[src/rtl/muldiv_seq.sv]
// muldiv_seq: iterative multiply/divide sequencer, one result bit per clock.
//   Multiply uses shift-and-add (low word only), divide uses restoring subtraction.
//   Optional feature macro: MULDIV_SDIV_EN enables signed divide on op 4'b0110.
// Ports:
//   clk, reset        rising-edge clock, synchronous active-high reset
//   start, op, a, b   request pulse, ALUControl opcode, operands (latched on accept)
//   busy, done        busy from accept through done; done is a one-cycle pulse
//   result, flags     low product word or quotient; flags = {N, Z, C, V}
//   divzero, err      divide with b == 0; unsupported opcode
module muldiv_seq #(
    parameter int unsigned WIDTH = 32
) (
    input  logic             clk,
    input  logic             reset,
    input  logic             start,
    input  logic [3:0]       op,
    input  logic [WIDTH-1:0] a,
    input  logic [WIDTH-1:0] b,
    output logic             busy,
    output logic             done,
    output logic [WIDTH-1:0] result,
    output logic [3:0]       flags,
    output logic             divzero,
    output logic             err
);

    localparam int unsigned CW = 6;

    localparam logic [1:0] IDLE = 2'd0;
    localparam logic [1:0] RUN  = 2'd1;
    localparam logic [1:0] FIN  = 2'd2;

    localparam logic [3:0] OP_UMUL = 4'b0100;
    localparam logic [3:0] OP_SMUL = 4'b0101;
    localparam logic [3:0] OP_UDIV = 4'b0111;
`ifdef MULDIV_SDIV_EN
    localparam logic [3:0] OP_SDIV = 4'b0110;
`endif

    logic [1:0]       state, state_nxt;
    logic [CW-1:0]    cnt;
    logic             run_mul;
    // acc: product accumulator or partial remainder; x: multiplicand or quotient/dividend; y: multiplier or divisor
    logic [WIDTH-1:0] acc, x, y;
    logic [WIDTH-1:0] acc_step, x_step, y_step, res_step;
    logic [WIDTH:0]   rem_sh;
    logic             is_mul, is_div, last_iter;
`ifdef MULDIV_SDIV_EN
    logic             is_sdiv, neg;
    logic [WIDTH-1:0] a_mag, b_mag;
`endif

    function automatic logic [3:0] nzcv(input logic [WIDTH-1:0] r);
        return {r[WIDTH-1], (r == '0), 2'b00};
    endfunction

    // Opcode decode of the request presented in IDLE
    always_comb begin
        is_mul = (op == OP_UMUL) || (op == OP_SMUL);
`ifdef MULDIV_SDIV_EN
        is_sdiv = (op == OP_SDIV);
        is_div  = (op == OP_UDIV) || is_sdiv;
`else
        is_div  = (op == OP_UDIV);
`endif
    end

`ifdef MULDIV_SDIV_EN
    // Signed divide runs on magnitudes; the most negative value maps to itself, which is correct unsigned
    assign a_mag = (is_sdiv && a[WIDTH-1]) ? -a : a;
    assign b_mag = (is_sdiv && b[WIDTH-1]) ? -b : b;
`endif

    assign last_iter = (cnt == CW'(WIDTH - 1));

    // One iteration of the active algorithm
    always_comb begin
        rem_sh   = {acc, x[WIDTH-1]};
        acc_step = acc;
        x_step   = x;
        y_step   = y;
        res_step = '0;
        if (run_mul) begin
            acc_step = acc + (y[0] ? x : '0);
            x_step   = x << 1;
            y_step   = y >> 1;
            res_step = acc_step;
        end else begin
            x_step   = {x[WIDTH-2:0], 1'b0};
            // Remainder stays below the divisor, so its top bit is always zero between steps
            acc_step = rem_sh[WIDTH-1:0];
            if (rem_sh >= {1'b0, y}) begin
                acc_step  = WIDTH'(rem_sh - {1'b0, y});
                x_step[0] = 1'b1;
            end
            res_step = x_step;
`ifdef MULDIV_SDIV_EN
            if (neg) begin
                res_step = -x_step;
            end
`endif
        end
    end

    // State register
    always_ff @(posedge clk) begin
        if (reset) begin
            state <= IDLE;
        end else begin
            state <= state_nxt;
        end
    end

    // Next-state logic
    always_comb begin
        state_nxt = state;
        case (state)
            IDLE: begin
                if (start) begin
                    if (is_mul || (is_div && (b != '0))) begin
                        state_nxt = RUN;
                    end else begin
                        state_nxt = FIN;
                    end
                end
            end
            RUN: begin
                if (last_iter) begin
                    state_nxt = FIN;
                end
            end
            FIN:     state_nxt = IDLE;
            default: state_nxt = IDLE;
        endcase
    end

    // Datapath and registered outputs
    always_ff @(posedge clk) begin
        if (reset) begin
            busy    <= 1'b0;
            done    <= 1'b0;
            result  <= '0;
            flags   <= 4'b0100;
            divzero <= 1'b0;
            err     <= 1'b0;
            cnt     <= '0;
            run_mul <= 1'b0;
            acc     <= '0;
            x       <= '0;
            y       <= '0;
`ifdef MULDIV_SDIV_EN
            neg     <= 1'b0;
`endif
        end else begin
            busy <= (state_nxt != IDLE);
            done <= (state_nxt == FIN);
            case (state)
                IDLE: begin
                    if (start) begin
                        cnt     <= '0;
                        acc     <= '0;
                        divzero <= 1'b0;
                        err     <= 1'b0;
                        run_mul <= is_mul;
                        if (is_mul) begin
                            x <= a;
                            y <= b;
                        end else if (is_div) begin
`ifdef MULDIV_SDIV_EN
                            x   <= a_mag;
                            y   <= b_mag;
                            neg <= is_sdiv && (a[WIDTH-1] ^ b[WIDTH-1]);
`else
                            x <= a;
                            y <= b;
`endif
                            if (b == '0) begin
                                result  <= '1;
                                flags   <= nzcv({WIDTH{1'b1}});
                                divzero <= 1'b1;
                            end
                        end else begin
                            result <= '0;
                            flags  <= nzcv('0);
                            err    <= 1'b1;
                        end
                    end
                end
                RUN: begin
                    acc <= acc_step;
                    x   <= x_step;
                    y   <= y_step;
                    cnt <= cnt + CW'(1);
                    if (last_iter) begin
                        result <= res_step;
                        flags  <= nzcv(res_step);
                    end
                end
                default: begin
                end
            endcase
        end
    end

endmodule

[config.mk]
export PLATFORM = sky130hd
export DESIGN_NAME = muldiv_seq
export DESIGN_NICKNAME = d
export VERILOG_FILES = /design/src/rtl/muldiv_seq.sv
export SDC_FILE = /design/constraint.sdc
export NUM_CORES = 1
export LEC_CHECK = 0
export CORE_ASPECT_RATIO = 1.25
export CORE_MARGIN = 3
export CORE_UTILIZATION = 63
export DETAILED_ROUTE_END_ITERATION = 10
export GPL_ROUTABILITY_DRIVEN = 0
export PLACE_DENSITY = 0.94
export SKIP_LAST_GASP = 1
export SLEW_MARGIN = 10
export SYNTH_ARGS = -nofsm -noshare
export SYNTH_HDL_FRONTEND = slang
export SYNTH_SLANG_ARGS = --single-unit
export TNS_END_PERCENT = 100
[constraint.sdc]
create_clock -name clk -period 10.5 [get_ports clk]
set_input_delay 2.1 -clock clk [delete_from_list [all_inputs] [get_ports clk]]
set_output_delay 2.1 -clock clk [all_outputs]
set_load 0.05 [all_outputs]
==> tab_implementation.tex, run 1 <==
\begin{tabular}{lr}
\hline
Metric & Value \\
\hline
\multicolumn{2}{l}{\textbf{Status}} \\
\quad Result of the run & complete, no violations \\
\multicolumn{2}{l}{\textbf{Setup path}} \\
\quad Depth of the worst register-to-register path & 14 \\
\quad Category of the most critical setup path & in -> reg \\
\quad Kind of capture point of the worst setup path & register \\
\quad Reg2reg start & y[0] \\
\quad Worst Path Max Fanout & 53 \\
\quad RR Endpoint & result[24] \\
\quad Setup slack of the most critical reg-to-reg path & 6.50 ns \\
\quad CP Data Arrival Time & 4.87 ns \\
\quad Required time worst endpoint & 10.86 ns \\
\quad Startpoint type of the worst setup path & primary input \\
\multicolumn{2}{l}{\textbf{Worst hold path}} \\
\quad Worst Hold Class & reg -> reg \\
\quad Min-delay src & divzero \\
\quad Worst Hold Path Cells & 2 \\
\quad Destination of the worst hold path & divzero \\
\multicolumn{2}{l}{\textbf{Final layout}} \\
\quad Fin nets & 1592 \\
\quad Antenna diode instance count & 0 \\
\quad Fraction of final layout cells with drive strength greater than 1 & 0.0553 \\
\quad Area growth from synthesis to layout & 16.0\% \\
\multicolumn{2}{l}{\textbf{Yosys}} \\
\quad Top-area cell type share of the netlist area & 0.264 \\
\quad Mean cell area of the mapped netlist & 7.63 µm² \\
\quad Proportion of synthesized chip area in sequential cells & 0.264 \\
\quad Number of warnings issued by yosys & 0 \\
\quad Prevailing post-synth register cell & dfxtp\_1 \\
\quad Library cell with the largest summed area after synthesis & dfxtp\_1 \\
\quad Cell area after synthesis & 10800 µm² \\
\quad Post-synth cell types & 91 \\
\quad Share of flip-flops with an asynchronous set or reset after synthesis & 0 \\
\quad Area contributors post-synth & dfxtp\_1 (26\%), ha\_1 (7.6\%), nor2\_1 (5.9\%), nand2\_1 (5.6\%), a21oi\_1 (5.0\%) \\
\quad Number of synthesized flops with an enable pin & 0 \\
\quad Register bit count reported by yosys & 142 \\
\quad Post-Syn Instances & 1412 \\
\multicolumn{2}{l}{\textbf{STA}} \\
\quad Post-route worst hold slack & 0.466 ns \\
\quad Worst Setup Slack, final & 5.99 ns \\
\quad Unrepaired setup endpoints after global routing & no \\
\quad Total count of hold-check failures in the final report & 0 \\
\quad Transition time of the tightest slew-check pin & 1.25 ns \\
\quad Final worst-path cycle share & 0.429 \\
\quad Max Slew Vio Count & 0 \\
\quad Setup Total Neg Slack & 0 ns \\
\quad Post-layout minimum cycle time & 4.51 ns \\
\quad Peak clock frequency supported by timing & 222 MHz \\
\quad Worst clock skew & 0.0149 ns \\
\quad Count of final setup violators & 0 \\
\quad Headroom to the max-slew limit & 0.167 \\
\multicolumn{2}{l}{\textbf{Place}} \\
\quad Post-Place Worst Slack & 5.61 ns \\
\quad Quantity of I/O buffers inserted on ports & 108 \\
\quad Total half-perimeter wirelength after legalization and detailed placement & 23600 µm \\
\multicolumn{2}{l}{\textbf{GRT}} \\
\quad Initial antenna violation count & 0 \\
\quad Via count of the first global-routing pass & 11368 \\
\quad Wire length of the first global-routing pass & 54500 µm \\
\quad Pin count of the biggest net entering global routing & 87 \\
\quad GRT Util Overall & 0.358 \\
\quad Residual overflow from global routing & 0 \\
\multicolumn{2}{l}{\textbf{Clock network}} \\
\quad Hold-fix buffer count after cts & 0 \\
\quad Clock root cell & clkbuf\_16 \\
\quad Post-cts resize count & 0 \\
\quad H-Tree Level Count & 4 \\
\quad Clock latency on the worst-skew pair & 0.44 ns \\
\quad CTS max path bufs & 2 \\
\quad Setup Buffers After CTS & 0 \\
\quad Clock buffer count from CTS & 17 \\
\quad TritonCTS clock tree & yes \\
\quad Clock input transition at the sequential cells of the worst setup and hold paths & 0.06 ns \\
\quad Clock sinks & 142 \\
\multicolumn{2}{l}{\textbf{Floorplan}} \\
\quad Die area & 18700 µm² \\
\quad Chip Width & 123 µm \\
\quad Area inside the core boundary & 16500 µm² \\
\quad Number of cell rows & 52 \\
\quad Initial core utilization & 0.654 \\
\quad Number of I/O pins & 111 \\
\quad Die extent in y & 152 µm \\
\multicolumn{2}{l}{\textbf{Drt}} \\
\quad Routed WL & 33900 µm \\
\quad Number of search-and-repair iterations in the first detailed-routing pass & 8 \\
\quad Remaining number of nets flagged by the antenna check after routing & 0 \\
\quad WL per Instance & 20.2 µm \\
\quad Total via count after detailed routing & 11612 \\
\quad Via/cell ratio & 6.91 \\
\quad 1st-iter DRT viols & 1430 \\
\quad Remaining design rule violation count & 0 \\
\multicolumn{2}{l}{\textbf{Power and ir drop}} \\
\quad Leak Pwr & 4.88 nW \\
\quad Power per cell area & 139 nW/µm² \\
\quad Max rail drop VDD & 0.113 mV \\
\multicolumn{2}{l}{\textbf{Job}} \\
\quad Maxcap violations & 0 \\
\hline
\end{tabular}
## layer usage
layer	wire [µm]	global-route usage
met5	0	0
met4	2850	0.252
met3	2840	0.0743
met2	16200	0.596
met1	12100	0.401
## cell usage after synthesis, types with 23 or more instances
| cell type | number |
|---|---|
| a211oi_1 | 63 |
| ha_1 | 65 |
| dfxtp_1 | 142 |
| a21oi_1 | 107 |
| a311oi_1 | 39 |
| o21ai_0 | 33 |
| nand2_1 | 161 |
| o21ai_1 | 24 |
| and2_1 | 40 |
| xnor2_1 | 24 |
| nand3_1 | 23 |
| inv_1 | 49 |
| nand4_1 | 23 |
| a21o_1 | 31 |
| nor2_1 | 170 |
| clkbuf_1 | 73 |
| mux2i_1 | 45 |
## cells in the final DEF (no fill, tap or decap), drive strengths merged, types with 41 or more instances in the layout
cell type / netlist / routed
a211oi: 64 / 64
a21oi: 108 / 108
and2: 41 / 41
clkdlybuf4s50: 0 / 107
dfxtp: 142 / 142
ha: 65 / 65
inv: 50 / 51
mux2i: 45 / 45
nand2: 161 / 161
nor2: 170 / 170
o21ai: 58 / 58
## state kept, by name, summed over array words and instances, names as in the netlist
signal   flops
done         1
result      31
acc         32
y           32
flags        2
busy         1
run_mul      1
x           32
cnt          6
state        2
err          1
divzero      1
## cell type report
cell class	instances	area, µm²
clock inverter	10	163
clock buffer	20	457
fill	1101	3970
multi-input combinational	1124	7400
tap	216	270
inverter	50	188
sequential	142	2840
timing repair buffer	119	1170
## worst max-delay path by stage
| stage | start | to | slack [ns] | cells after the start |
|---|---|---|---|---|
| floorplan | op[3] | flags[2] | 6.71 | 10 |
| global placement | b[25] | result[17] | 5.77 | 11 |
| detailed placement | op[3] | y[18] | 5.61 | 9 |
| CTS | op[3] | y[13] | 6.01 | 9 |
| global route | b[21] | result[18] | 5.85 | 11 |
| finish | b[25] | result[17] | 5.99 | 11 |
## where the power goes
part	switching (mW)	internal (mW)	total [mW]
logic	0.295	0.192	0.487
clock network	0.249	0.408	0.656
registers	0.0281	0.562	0.590
## cell families (layout without fill, tap and decap cells)
kind of cell	after synthesis	after routing	share of synthesized area
fa+ha+maj	67	67	0.0792
mux	54	54	0.0512
xor+xnor	44	44	0.0358
simple gates	515	515	0.222
buf+inv	147	199	0.0545
compound gates	442	442	0.293
other cells	1	2	0.000348
flops	142	142	0.264
## through the flow
| step | power (mW) | cells | util | area, µm² |
|---|---|---|---|---|
| 2_1_floorplan | 0.934 | 1413 | - | 10800 |
| 3_3_place_gp | 1.05 | 1650 | 0.720 | 11900 |
| 3_5_place_dp | 1.06 | 1650 | 0.720 | 11900 |
| 4_1_cts | 1.71 | 1680 | 0.758 | 12500 |
| 5_1_grt | 1.79 | 1681 | 0.759 | 12500 |
| 6_report | 1.73 | 1681 | 0.759 | 12500 |
## worst max-delay path, cell delays in order
cell and delay (ns):
clkdlybuf4s50_1 0.42, nor4_1 0.32, nand4_1 0.19, nor2_1 0.29, o21ai_0 0.19, nand2_1 0.14, a2bb2oi_4 0.06, buf_4 0.28
nor2_1 0.48, o21ai_0 0.18, a21oi_1 0.18
No activity file was read; power rests on OpenSTA's default activity.
==> run 2, diff against run 1 <==
--- a/config.mk
+++ b/config.mk
@@ -7,10 +7,10 @@
 export LEC_CHECK = 0
 export CORE_ASPECT_RATIO = 1.25
 export CORE_MARGIN = 3
-export CORE_UTILIZATION = 63
+export CORE_UTILIZATION = 58
 export DETAILED_ROUTE_END_ITERATION = 10
 export GPL_ROUTABILITY_DRIVEN = 0
-export PLACE_DENSITY = 0.94
+export PLACE_DENSITY = 0.88
 export SKIP_LAST_GASP = 1
 export SLEW_MARGIN = 10
 export SYNTH_ARGS = -nofsm -noshare
==> constraint.sdc (replaced) <==
create_clock -name clk -period 4.22 [get_ports clk]
set_input_delay 0.844 -clock clk [delete_from_list [all_inputs] [get_ports clk]]
set_output_delay 0.844 -clock clk [all_outputs]
set_load 0.05 [all_outputs]
==> tab_implementation.tex, run 2 (synthesized netlist as in run 1, its figures left out) <==
\begin{tabular}{lr}
\hline
Metric & Value \\
\hline
\multicolumn{2}{l}{\textbf{Drt}} \\
\quad Remaining design rule violation count & 0 (unchanged) \\
\quad Total via count after detailed routing & 11394 (-1.9\%) \\
\quad WL per Instance & 19.5 µm (-3.5\%) \\
\quad Via/cell ratio & 6.69 (-3.1\%) \\
\quad Remaining number of nets flagged by the antenna check after routing & 0 (unchanged) \\
\quad Number of search-and-repair iterations in the first detailed-routing pass & 6 (-2) \\
\quad 1st-iter DRT viols & 1184 (-17\%) \\
\quad Routed WL & 33100 µm (-2.3\%) \\
\multicolumn{2}{l}{\textbf{Power and ir drop}} \\
\quad Leak Pwr & 4.90 nW (+0.57\%) \\
\quad Max rail drop VDD & 0.275 mV (+140\%) \\
\quad Power per cell area & 339 nW/µm² (+140\%) \\
\multicolumn{2}{l}{\textbf{Status}} \\
\quad Result of the run & complete, no violations \\
\multicolumn{2}{l}{\textbf{Setup path}} \\
\quad Kind of capture point of the worst setup path & register \\
\quad Category of the most critical setup path & reg -> reg \\
\quad RR Endpoint & acc[28] \\
\quad Worst Path Max Fanout & 22 (-58\%) \\
\quad CP Data Arrival Time & 4.20 ns (-0.67 ns) \\
\quad Depth of the worst register-to-register path & 15 (+1) \\
\quad Startpoint type of the worst setup path & register \\
\quad Required time worst endpoint & 4.57 ns (-6.29 ns) \\
\quad Setup slack of the most critical reg-to-reg path & 0.38 ns (-6.12 ns) \\
\quad Reg2reg start & y[0] \\
\multicolumn{2}{l}{\textbf{Final layout}} \\
\quad Registers with the most flip-flops & acc (32), x (32), y (32) \\
\quad Antenna diode instance count & 0 (unchanged) \\
\quad Leading cell type in the layout, fill and taps excluded & nor2\_1 \\
\quad Fin nets & 1600 (+0.50\%) \\
\quad Most used cells in the layout excluding fill and tap cells & nor2\_1 (168), nand2\_1 (161), dfxtp\_1 (141) \\
\quad Fraction of final layout cells with drive strength greater than 1 & 0.0610 (+0.00573) \\
\quad Area growth from synthesis to layout & 16.6\% \\
\quad Final design area excluding fillers & 12600 µm² (+0.49\%) \\
\multicolumn{2}{l}{\textbf{STA}} \\
\quad Peak clock frequency supported by timing & 260 MHz \\
\quad Final worst-path cycle share & 0.911 \\
\quad Post-layout minimum cycle time & 3.84 ns \\
\quad Max Slew Vio Count & 0 (unchanged) \\
\quad Setup Total Neg Slack & 0 ns (unchanged) \\
\quad Total count of hold-check failures in the final report & 0 (unchanged) \\
\quad Worst clock skew & 0.00787 ns (-0.00703 ns) \\
\quad Count of final setup violators & 0 (unchanged) \\
\quad Headroom to the max-slew limit & 0.397 (+0.229) \\
\quad Unrepaired setup endpoints after global routing & no \\
\quad Transition time of the tightest slew-check pin & 0.905 ns (-0.341 ns) \\
\multicolumn{2}{l}{\textbf{Clock network}} \\
\quad Setup Buffers After CTS & 0 (unchanged) \\
\quad Clock sinks & 142 (unchanged) \\
\quad Clock input transition at the sequential cells of the worst setup and hold paths & 0.06 ns (about the same) \\
\quad Post-cts resize count & 0 (unchanged) \\
\quad TritonCTS clock tree & yes \\
\quad Hold-fix buffer count after cts & 0 (unchanged) \\
\quad Clock buffer count from CTS & 17 (unchanged) \\
\quad Clock root cell & clkbuf\_16 \\
\quad H-Tree Level Count & 4 (unchanged) \\
\quad CTS max path bufs & 2 (unchanged) \\
\quad Clock latency on the worst-skew pair & 0.43 ns (about the same) \\
\multicolumn{2}{l}{\textbf{GRT}} \\
\quad Via count of the first global-routing pass & 10932 (-3.8\%) \\
\quad Pin count of the biggest net entering global routing & 88 (+1.1\%) \\
\quad GRT Util Overall & 0.327 (-0.0312) \\
\quad Wire length of the first global-routing pass & 53900 µm (-1.1\%) \\
\quad Residual overflow from global routing & 0 (unchanged) \\
\quad Initial antenna violation count & 0 (unchanged) \\
\multicolumn{2}{l}{\textbf{Place}} \\
\quad Total half-perimeter wirelength after legalization and detailed placement & 24100 µm (+2.0\%) \\
\quad Placed inst area & 11900 µm² (+0.80\%) \\
\quad Quantity of I/O buffers inserted on ports & 108 (unchanged) \\
\multicolumn{2}{l}{\textbf{Floorplan}} \\
\quad Number of I/O pins & 111 (unchanged) \\
\quad Chip Width & 128 µm (+4.0\%) \\
\quad Area inside the core boundary & 18200 µm² (+10\%) \\
\quad Number of cell rows & 55 (+5.8\%) \\
\quad Initial core utilization & 0.593 (-0.0615) \\
\quad Die extent in y & 158 µm (+4.1\%) \\
\quad Die area & 20200 µm² (+8.2\%) \\
\multicolumn{2}{l}{\textbf{Worst hold path}} \\
\quad Destination of the worst hold path & result[8] \\
\quad Worst Hold Class & reg -> reg \\
\quad Worst Hold Path Cells & 2 (unchanged) \\
\quad Min-delay src & result[8] \\
\multicolumn{2}{l}{\textbf{Job}} \\
\quad Maxcap violations & 0 (unchanged) \\
\hline
\end{tabular}
-- run 2: cell count changes in the layout (fill, tap and decap cells not counted), sizes merged --
cell / delta
clkinv: -2
bufinv: -2
clkinvlp: +2
buf: +8
clkbuf: +4
-- run 2: layout make-up --
type	instances	area, µm²
multi-input cells	1124	7400
fillers	1398	5610
flip-flops and latches	142	2840
repair buffers	127	1230
clock buffers	24	502
well taps	228	285
inverters	50	188
clock inverters	8	104
-- run 2: layer usage --
metal  track usage  up-vias  routed length (µm)
li1              -     5296                   -
met1         0.373     5262               12100
met2         0.542      623               15800
met3        0.0628      213                2410
met4         0.246        0                2800
met5             0        -                   0
-- run 2: how the worst max path moves through the flow --
stage / endpoint / start / slack, ns
after detailed placement: acc[28] / y[0] / 0.53
after global routing: acc[28] / y[0] / 0.08
after floorplan: flags[2] / y[0] / 0.90
final: acc[28] / y[0] / 0.38
after global placement: flags[2] / y[0] / 0.64
after CTS: acc[28] / y[0] / 0.45
-- run 2: critical path: stages, from the launching register on --
cell	delay [ns]
dfxtp_1	0.56
buf_4	0.33
ha_1	0.21
inv_1	0.05
fa_1	0.39
a21oi_1	0.20
o21ai_0	0.12
a21oi_1	0.17
buf_4	0.15
o22ai_1	0.10
o31ai_1	0.48
a211oi_1	0.23
o21ai_1	0.33
nor2_1	0.10
mux2i_1	0.13
o31ai_1	0.21
-- run 2: through the flow --
| stage | instances | hold WS [ns] | power, mW | util | setup WS [ns] |
|---|---|---|---|---|---|
| floorplan | 1413 | 0.452 | 2.32 | - | 0.900 |
| global placement | 1671 | 0.450 | 2.65 | 0.658 | 0.639 |
| detailed placement | 1671 | 0.458 | 2.68 | 0.658 | 0.531 |
| CTS | 1703 | 0.466 | 4.22 | 0.691 | 0.449 |
| global route | 1703 | 0.487 | 4.41 | 0.691 | 0.0847 |
| finish | 1703 | 0.460 | 4.25 | 0.691 | 0.377 |
-- run 2: report_power, final --
group          internal (mW)  leakage, nW  switching [mW]
combinational          0.488         3.47           0.736
sequential              1.40         1.15          0.0693
clock                  0.950        0.285           0.614
total                   2.84         4.90            1.42
